## src/rtl/pong_match_ctrl.sv

```systemverilog
// pong_match_ctrl
//   Match sequencer for the two-paddle VGA ball game. Sits next to the
//   display/motion block on the 25 MHz pixel clock and drives the motion
//   datapath through its speed input and a ball re-centre strobe. It watches
//   the datapath's lose flags and vsync to count points, ramp the rally speed
//   and declare a winner.
//
// Parameters
//   WIN_SCORE     points needed to win (1..15)
//   SERVE_FRAMES  frames held in SERVE before the automatic launch
//   POINT_FRAMES  frames held in POINT to show the scored point
//   BASE_SPEED    rally speed at launch
//   MAX_SPEED     rally speed ceiling (BASE_SPEED..15)
//   RAMP_FRAMES   play frames between +1 speed steps
//
// Ports
//   clk             25 MHz pixel clock
//   rst             synchronous reset, active low
//   vs              vsync, active-low pulse once per frame
//   lose1 / lose2   level: bottom / top bar missed the ball
//   start           debounced start/serve button level
//   bar_move_speed  per-frame motion step for the datapath, 0 = frozen
//   ball_reset      one-cycle strobe, re-centres the ball
//   score1 / score2 player points
//   winner          00 none, 01 player 1, 10 player 2
//   state_o         current state encoding (LEDs / debug)

module pong_match_ctrl #(
  parameter int WIN_SCORE    = 7,
  parameter int SERVE_FRAMES = 60,
  parameter int POINT_FRAMES = 90,
  parameter int BASE_SPEED   = 2,
  parameter int MAX_SPEED    = 8,
  parameter int RAMP_FRAMES  = 300
) (
  input  logic       clk,
  input  logic       rst,
  input  logic       vs,
  input  logic       lose1,
  input  logic       lose2,
  input  logic       start,
  output logic [3:0] bar_move_speed,
  output logic       ball_reset,
  output logic [3:0] score1,
  output logic [3:0] score2,
  output logic [1:0] winner,
  output logic [2:0] state_o
);

  typedef enum logic [2:0] {
    IDLE  = 3'd0,
    SERVE = 3'd1,
    PLAY  = 3'd2,
    POINT = 3'd3,
    OVER  = 3'd4
  } state_t;

  // frame_cnt is shared by SERVE and POINT, so it is sized for the longer hold
  localparam int FRM_MAX = (SERVE_FRAMES > POINT_FRAMES) ? SERVE_FRAMES : POINT_FRAMES;
  localparam int FW      = (FRM_MAX > 1) ? $clog2(FRM_MAX) : 1;
  localparam int RW      = (RAMP_FRAMES > 1) ? $clog2(RAMP_FRAMES) : 1;

  localparam logic [FW-1:0] SERVE_LAST = FW'(SERVE_FRAMES - 1);
  localparam logic [FW-1:0] POINT_LAST = FW'(POINT_FRAMES - 1);
  localparam logic [RW-1:0] RAMP_LAST  = RW'(RAMP_FRAMES - 1);
  localparam logic [3:0]    WIN        = 4'(WIN_SCORE);
  localparam logic [3:0]    BASE       = 4'(BASE_SPEED);
  localparam logic [3:0]    MAXS       = 4'(MAX_SPEED);

  state_t        state;
  logic [FW-1:0] frame_cnt;
  logic [RW-1:0] ramp_cnt;
  logic [3:0]    speed;

  // input history; vs idles high so its history resets to 1
  logic vs_q, lose1_q, lose2_q, start_q;
  logic tick;

  logic start_rise, lose1_rise, lose2_rise;
  logic [3:0] speed_up;

  // rising edges compare the live input against last cycle's sample
  assign start_rise = start & ~start_q;
  assign lose1_rise = lose1 & ~lose1_q;
  assign lose2_rise = lose2 & ~lose2_q;

  assign speed_up = (speed >= MAXS) ? MAXS : speed + 4'd1;

  assign state_o = state;

  always_ff @(posedge clk) begin
    if (!rst) begin
      state          <= IDLE;
      frame_cnt      <= '0;
      ramp_cnt       <= '0;
      speed          <= '0;
      bar_move_speed <= '0;
      ball_reset     <= 1'b0;
      score1         <= '0;
      score2         <= '0;
      winner         <= 2'b00;
      vs_q           <= 1'b1;
      lose1_q        <= 1'b0;
      lose2_q        <= 1'b0;
      start_q        <= 1'b0;
      tick           <= 1'b0;
    end else begin
      vs_q    <= vs;
      lose1_q <= lose1;
      lose2_q <= lose2;
      start_q <= start;
      // frame tick: vs seen high last cycle and low now, registered
      tick    <= vs_q & ~vs;

      // ball_reset only rises on the transitions into SERVE below
      ball_reset <= 1'b0;

      case (state)
        IDLE: begin
          bar_move_speed <= '0;
          if (start_rise) begin
            score1     <= '0;
            score2     <= '0;
            winner     <= 2'b00;
            frame_cnt  <= '0;
            ball_reset <= 1'b1;
            state      <= SERVE;
          end
        end

        SERVE: begin
          bar_move_speed <= '0;
          // a start press launches early; otherwise launch on the last frame
          if (start_rise || (tick && frame_cnt == SERVE_LAST)) begin
            speed          <= BASE;
            bar_move_speed <= BASE;
            ramp_cnt       <= '0;
            state          <= PLAY;
          end else if (tick) begin
            frame_cnt <= frame_cnt + 1'b1;
          end
        end

        PLAY: begin
          if (lose1_rise || lose2_rise) begin
            // a simultaneous double miss voids the rally: nobody scores
            if (lose1_rise && !lose2_rise && score2 != WIN)
              score2 <= score2 + 4'd1;
            if (lose2_rise && !lose1_rise && score1 != WIN)
              score1 <= score1 + 4'd1;
            bar_move_speed <= '0;
            frame_cnt      <= '0;
            state          <= POINT;
          end else if (tick) begin
            if (ramp_cnt == RAMP_LAST) begin
              ramp_cnt       <= '0;
              speed          <= speed_up;
              bar_move_speed <= speed_up;
            end else begin
              ramp_cnt <= ramp_cnt + 1'b1;
            end
          end
        end

        POINT: begin
          bar_move_speed <= '0;
          if (tick) begin
            if (frame_cnt == POINT_LAST) begin
              frame_cnt <= '0;
              if (score1 == WIN) begin
                winner <= 2'b01;
                state  <= OVER;
              end else if (score2 == WIN) begin
                winner <= 2'b10;
                state  <= OVER;
              end else begin
                ball_reset <= 1'b1;
                state      <= SERVE;
              end
            end else begin
              frame_cnt <= frame_cnt + 1'b1;
            end
          end
        end

        OVER: begin
          bar_move_speed <= '0;
          // back to IDLE only; a second press is needed to serve a new match
          if (start_rise)
            state <= IDLE;
        end

        default: begin
          bar_move_speed <= '0;
          state          <= IDLE;
        end
      endcase
    end
  end

endmodule

```

## config.mk

```make
export PLATFORM = sky130hd
export DESIGN_NAME = pong_match_ctrl
export DESIGN_NICKNAME = d
export VERILOG_FILES = /design/src/rtl/pong_match_ctrl.sv
export SDC_FILE = /design/constraint.sdc
export NUM_CORES = 1
export LEC_CHECK = 0
export BUFFER_PORTS_ARGS = -buffer_cell sky130_fd_sc_hd__buf_2
export CAP_MARGIN = 25
export CELL_PAD_IN_SITES_DETAIL_PLACEMENT = 1
export CELL_PAD_IN_SITES_GLOBAL_PLACEMENT = 1
export CORE_ASPECT_RATIO = 0.8
export CORE_MARGIN = 2
export CORE_UTILIZATION = 40
export CTS_CLUSTER_SIZE = 16
export DETAILED_ROUTE_END_ITERATION = 10
export PLACE_DENSITY_LB_ADDON = 0.1
export SLEW_MARGIN = 10
export SYNTH_ARGS = -nofsm -noshare
export SYNTH_HDL_FRONTEND = slang
export SYNTH_SLANG_ARGS = --single-unit
```

## constraint.sdc

```tcl
create_clock -name clk -period 1.9 [get_ports clk]
set_clock_uncertainty 0.2 [all_clocks]
set_input_delay 0.57 -clock clk [delete_from_list [all_inputs] [get_ports clk]]
set_output_delay 0.57 -clock clk [all_outputs]
set_load 0.02 [all_outputs]
```

==> results of run 1 <==
==> what timing repair did <==
action,4_1_cts,5_1_grt
hold endpoints to repair,0,0
setup buffers,5,6
endpoints found under the setup margin,24,33
hold buffers,0,0
pin swaps,5,11
gates resized for setup,21,34
==> sequential cells by signal, summed over array words and instances (netlist names), 2 cells and up <==
name            cells
winner              2
speed               4
score2              4
frame_cnt           7
score1              4
bar_move_speed      4
state_o             3
ramp_cnt            9
==> final cells by class <==
cell class              count  area [um2]
repair buffers             74       541.8
flip-flops and latches     43       877.1
inverters                   6       22.52
multi-input cells         201        1629
clock inverters             1       5.005
fillers                   703        2559
clock buffers               6       82.58
well taps                  81       101.3
==> stage by stage <==
step           setup TNS, ns  setup slack, ns  hold slack [ns]  instance area (um2)  power (W)
2_1_floorplan        -0.6724          -0.1266           0.1936                 2412   0.001166
3_3_place_gp          -5.315          -0.3480           0.2035                 2863   0.001290
3_5_place_dp          -6.153          -0.3900           0.2082                 2863   0.001298
4_1_cts              -0.7259          -0.1096           0.2268                 3069   0.001941
5_1_grt               -2.749          -0.2099           0.2342                 3259   0.002051
6_report              -1.285          -0.1482           0.2181                 3259   0.001977
==> cells in the final DEF (no fill, tap or decap), drive strengths merged, types with 5 or more instances in the layout <==
master,n
a21boi,5
a21oi,11
and2,9
and3,8
buf,74
clkbuf,6
dfxtp,43
ha,7
inv,6
mux2i,7
nand2,11
nand2b,5
nand3,8
nand3b,8
nor2,26
nor2b,10
nor3,6
o21ai,16
o221a,5
xnor2,7
==> metal layers <==
metal	track usage (%)	wire length (um)	up-vias
met5	0	0	-
met4	4.444	98	0
met3	3.512	244	10
met2	34.34	3106	37
met1	26.34	3251	1074
li1	-	-	1100
==> path summary, 6_finish.rpt <==
path,endpoint,startpoint,slack [ns],cells past startpoint
worst max-delay path,state_o[0]$_SDFFE_PN0P_,frame_cnt[0]$_SDFFE_PN0P_,-0.15,8
worst min-delay path,tick$_SDFF_PN0_,vs_q$_SDFF_PN1_,0.22,2
worst min register to register,tick$_SDFF_PN0_,vs_q$_SDFF_PN1_,0.22,2
worst max register to register,state_o[0]$_SDFFE_PN0P_,frame_cnt[0]$_SDFFE_PN0P_,-0.15,8
==> where the power goes <==
part | total [W] | switching, W | internal, W
Clock | 0.000607 | 0.000321 | 0.000286
Combinational | 0.000424 | 0.000222 | 0.000202
Sequential | 0.000946 | 0.0000238 | 0.000922
Total | 0.00198 | 0.000566 | 0.00141
==> logic make-up after synthesis <==
kind of cell,synth area share [%]
buf+inv,3.753
simple gates,31.45
xor+xnor,2.590
fa+ha+maj,3.700
flops,36.36
mux,2.960
compound gates,19.19
==> critical path: stages (launching register included) <==
cell and delay, ns:
dfxtp_2 0.36, ha_4 0.14, nor4bb_4 0.26, a41oi_4 0.21, buf_4 0.19, buf_6 0.11
a21oi_4 0.16, nand2_2 0.09, o211a_1 0.23
==> flow_summary.json, run 1 <==
{
  "result_of_the_run": "complete, but fails checks",
  "violations": "setup timing",
  "htreeDepth": 2,
  "worst_ir_drop_vdd_mv": 0.4867,
  "die_w_um": 90.01,
  "design.final.nets": 344,
  "worst_min_path_class": "flop to flop",
  "grt-ovfl-total": 0,
  "area_growth_syn_to_layout_pct": 37.69,
  "avgRoutedWirePerCell_um": 16.26,
  "antenna_found_initial": 0,
  "avg_cell_area_syn_um2": 9.035,
  "place_inst": 394,
  "synth_cell_types": 58,
  "numCtsBuffers": 5,
  "number_of_global_route_vias_before_repair": 2253,
  "ctsLongestPathBuffers": 2,
  "drt-total-wl_um": 6701,
  "yosys-top-cells-count": "dfxtp_1 (43), nor2_1 (25), o21ai_0 (12)",
  "count_of_endpoints_failing_hold_in_the_final_timing_report": 0,
  "yosys.area.top_type": "dfxtp_1",
  "crit_required_ns": 1.89,
  "grt_first_pass_wirelength_um": 10630,
  "drv_slew": 0,
  "cp_max_fo": 4,
  "ys_ff_latch": 43,
  "drt_drc_violations_left": 0,
  "layout_worst_path_cycle_share_pct": 107.8,
  "floorplan.core_area_mm2": 0.005818,
  "layout.core_utilization_pct": 56.02,
  "yosys.cell_count.top_type": "dfxtp_1",
  "io-pin-count": 24,
  "synthesized_instance_count": 262,
  "setup_ws_ns": -0.1482,
  "prevailing_post_synth_register_cell": "dfxtp_1",
  "vias_per_cell": 5.391,
  "timing.final.crit_period_ns": 2.048,
  "rsz_0062_raised_after_global_routing": "yes",
  "gp_routability_congestion": 0.7483,
  "tritoncts_clock_tree": "yes",
  "synth_warnings": 0,
  "cts_root_buffer": "clkbuf_8",
  "insertedDiodeCount": 0,
  "critPathCaptureType": "flop",
  "criticalPathCategory": "flop to flop",
  "async_reset_ff_share_pct": 0,
  "total_leakage_power_nw": 1.303,
  "detailedPlacementHpwl_um": 4618,
  "yosysSeqAreaShare_pct": 36.36,
  "std_cell_rows": 25,
  "netlist_top_cells_area": "dfxtp_1 (36%), nor2_1 (4.0%), ha_1 (3.7%), mux2i_1 (3.0%), nor2b_1 (2.6%)",
  "fin_cells": 412,
  "worst_setup_hold_path_clk_slew_ns": 0.08,
  "starting_density_pct": 40.69,
  "io_buffers": 23,
  "final-setup-viol-count": 16,
  "max_cap_violations": 0,
  "gr-usage-all-layers_pct": 19.87,
  "die_height_um": 72.81,
  "drt-pass1-iter-count": 4,
  "slew_headroom_pct": 74.56,
  "syn_area_mm2": 0.002367,
  "synth.top_cell.area_share_pct": 36.36,
  "clock_latency_ns": 0.30,
  "max_slew.worst_pin.slew_ns": 0.3816,
  "power_density_mw_per_mm2": 606.6,
  "synthesis.nets": 275,
  "route.antenna.remaining_nets": 0,
  "post_route_cells_drive_above_1_share_pct": 41.69,
  "cp-start-kind": "flop",
  "drt_iter0_markers": 55,
  "die_ar_mm2": 0.006553,
  "fmax_ghz": 0.4882,
  "via_count": 2221,
  "worst-endpoint-arrival_ns": 2.04,
  "synth_enable_flop_cells": 0,
  "grt_max_degree": 21,
  "tritoncts_num_sinks": 43
}
No activity file was read; power rests on OpenSTA's default activity.
==> run 2: changes to the inputs <==
--- a/config.mk
+++ b/config.mk
@@ -9,8 +9,8 @@
 export CAP_MARGIN = 25
 export CELL_PAD_IN_SITES_DETAIL_PLACEMENT = 1
 export CELL_PAD_IN_SITES_GLOBAL_PLACEMENT = 1
-export CORE_ASPECT_RATIO = 0.8
-export CORE_MARGIN = 2
+export CORE_ASPECT_RATIO = 1.1
+export CORE_MARGIN = 1
 export CORE_UTILIZATION = 40
 export CTS_CLUSTER_SIZE = 16
 export DETAILED_ROUTE_END_ITERATION = 10
==> flow_summary.json, run 2 (same netlist as run 1, synthesis figures left out) <==
{
  "die_height_um": 82.69,
  "route.antenna.remaining_nets": 0,
  "gp_routability_congestion": 0.7638,
  "area_growth_syn_to_layout_pct": 37.42,
  "numCtsBuffers": 5,
  "worst_min_path_class": "flop to flop",
  "cpPeakStageDelay_ns": 0.36,
  "htreeDepth": 2,
  "result_of_the_run": "complete, but fails checks",
  "gr-usage-all-layers_pct": 22.42,
  "tritoncts_clock_tree": "yes",
  "max_slew.worst_pin.slew_ns": 0.3607,
  "timing.final.crit_period_ns": 1.996,
  "antenna_found_initial": 0,
  "crit_family": "simple AND/OR/NAND/NOR gates",
  "drt-total-wl_um": 6726,
  "place_inst": 398,
  "layout_common_cells": "buf_4 (51), dfxtp_1 (37), nor2_1 (24), buf_2 (23)",
  "die_ar_mm2": 0.006230,
  "layout.cells.most_common": "buf_4",
  "cp-start-kind": "flop",
  "violations": "setup timing",
  "io_buffers": 23,
  "cts-hold-fix-buffers": 0,
  "number_of_global_route_vias_before_repair": 2212,
  "ctsLongestPathBuffers": 2,
  "crit_required_ns": 1.94,
  "worst_ir_drop_vdd_mv": 0.3693,
  "detailedPlacementHpwl_um": 4750,
  "io-pin-count": 24,
  "fin_cells": 415,
  "die_w_um": 75.35,
  "drt-pass1-iter-count": 4,
  "critical_path.n_buffers_inverters": 1,
  "post_route_cells_drive_above_1_share_pct": 39.64,
  "slew_headroom_pct": 75.89,
  "leading_registers_by_flop_count": "ramp_cnt (9), frame_cnt (7)",
  "starting_density_pct": 41.29,
  "timing.critical_path.slowest_stage_cell": "dfxtp_2",
  "insertedDiodeCount": 0,
  "via_count": 2242,
  "grt_first_pass_wirelength_um": 10540,
  "worst-endpoint-arrival_ns": 2.04,
  "final.hold.worst_slack_ns": 0.2213,
  "grt_max_degree": 18,
  "clock_latency_ns": 0.30,
  "register_name_with_the_most_flops": "ramp_cnt",
  "final-setup-viol-count": 23,
  "count_of_endpoints_failing_hold_in_the_final_timing_report": 0,
  "drt_drc_violations_left": 0,
  "drt_iter0_markers": 94,
  "design.final.nets": 350,
  "tritoncts_num_sinks": 43,
  "n_fill_cell": 711,
  "worst_setup_hold_path_clk_slew_ns": 0.09,
  "max_cap_violations": 0,
  "fmax_ghz": 0.5011,
  "drv_slew": 0,
  "std_cell_rows": 29,
  "total_leakage_power_nw": 1.332,
  "rsz_0062_raised_after_global_routing": "yes",
  "cts_root_buffer": "clkbuf_8",
  "vias_per_cell": 5.402,
  "power_density_mw_per_mm2": 611.4,
  "layout_worst_path_cycle_share_pct": 105.0,
  "setup_ws_ns": -0.09553,
  "floorplan.core_area_mm2": 0.005733,
  "avgRoutedWirePerCell_um": 16.21,
  "criticalPathCategory": "flop to flop",
  "critPathCaptureType": "flop",
  "largest_reg_flops": 9,
  "cp_cell_sequence": "ha_4, nor4bb_4, a41oi_4, buf_12, o21a_1, or3b_1, a21boi_1",
  "grt-ovfl-total": 0,
  "cp_max_fo": 3
}
run 2: cell types whose count changed in the layout (fill, tap and decap cells not counted), moves of 3 or more:
cell      previous run  this run
buf_4               41        51
buf_6               11         4
o311ai_1             0         3
o311ai_2             3         0
run 2: path summary, 6_finish.rpt:
path,startpoint,to,slack (ns),cells after the start
max,frame_cnt[1]$_SDFFE_PN0P_,ramp_cnt[1]$_SDFFE_PN0P_,-0.1,7
min,vs_q$_SDFF_PN1_,tick$_SDFF_PN0_,0.22,2
max reg2reg,frame_cnt[1]$_SDFFE_PN0P_,ramp_cnt[1]$_SDFFE_PN0P_,-0.1,7
min reg2reg,vs_q$_SDFF_PN1_,tick$_SDFF_PN0_,0.22,2
run 2: cell type report:
cell class                 instances  area, um2  share of cell area (%)
clock inverter                     1      8.758                  0.2692
timing repair buffer              79      563.0                   17.31
sequential                        43      873.3                   26.85
inverter                           6      25.02                  0.7692
multi-input combinational        202       1600                   49.19
clock buffer                       7      86.33                   2.654
tap                               77      96.34                   2.962
run 2: worst register-to-register path, cell delays in order, from the launching register on:
cell	delay, ns
dfxtp_2	0.36
ha_4	0.14
nor4bb_4	0.25
a41oi_4	0.19
buf_12	0.17
o21a_1	0.17
or3b_1	0.35
a21boi_1	0.12
run 2: report_power, final:
group / total, W / leakage [nW] / internal, W / switching [W]
Sequential: 0.000948 / 0.352 / 0.000924 / 0.0000243
Clock: 0.000642 / 0.0484 / 0.000299 / 0.000344
Combinational: 0.000399 / 0.932 / 0.000192 / 0.000207
Total: 0.00199 / 1.33 / 0.00141 / 0.000575
run 2: timing repair:
| action | in CTS | in global routing |
|---|---|---|
| gates cloned | 1 | 0 |
| setup buffers | 2 | 6 |
| hold endpoints to repair | 0 | 0 |
| pin swaps | 8 | 5 |
| resized for setup | 8 | 31 |
| setup endpoints to repair | 25 | 36 |
run 2: stage by stage:
stage | area [um2] | power (W) | TNS (ns) | util, % | setup WS [ns]
2_1_floorplan | 2412 | 0.001166 | -0.6724 | - | -0.1266
3_3_place_gp | 2930 | 0.001299 | -4.569 | 51.11 | -0.3498
3_5_place_dp | 2930 | 0.001308 | -5.258 | 51.11 | -0.4054
4_1_cts | 3075 | 0.001958 | -1.538 | 53.64 | -0.1066
5_1_grt | 3253 | 0.002083 | -3.334 | 56.74 | -0.1807
6_report | 3253 | 0.001989 | -1.293 | 56.74 | -0.09553
run 2: metal layers:
layer  vias up  GRT usage (%)  wire (um)
li1       1114              -          -
met1      1092          29.35       3076
met2        29          36.96       3393
met3         7          4.369        169
met4         0          6.852         87
met5         -              0          0
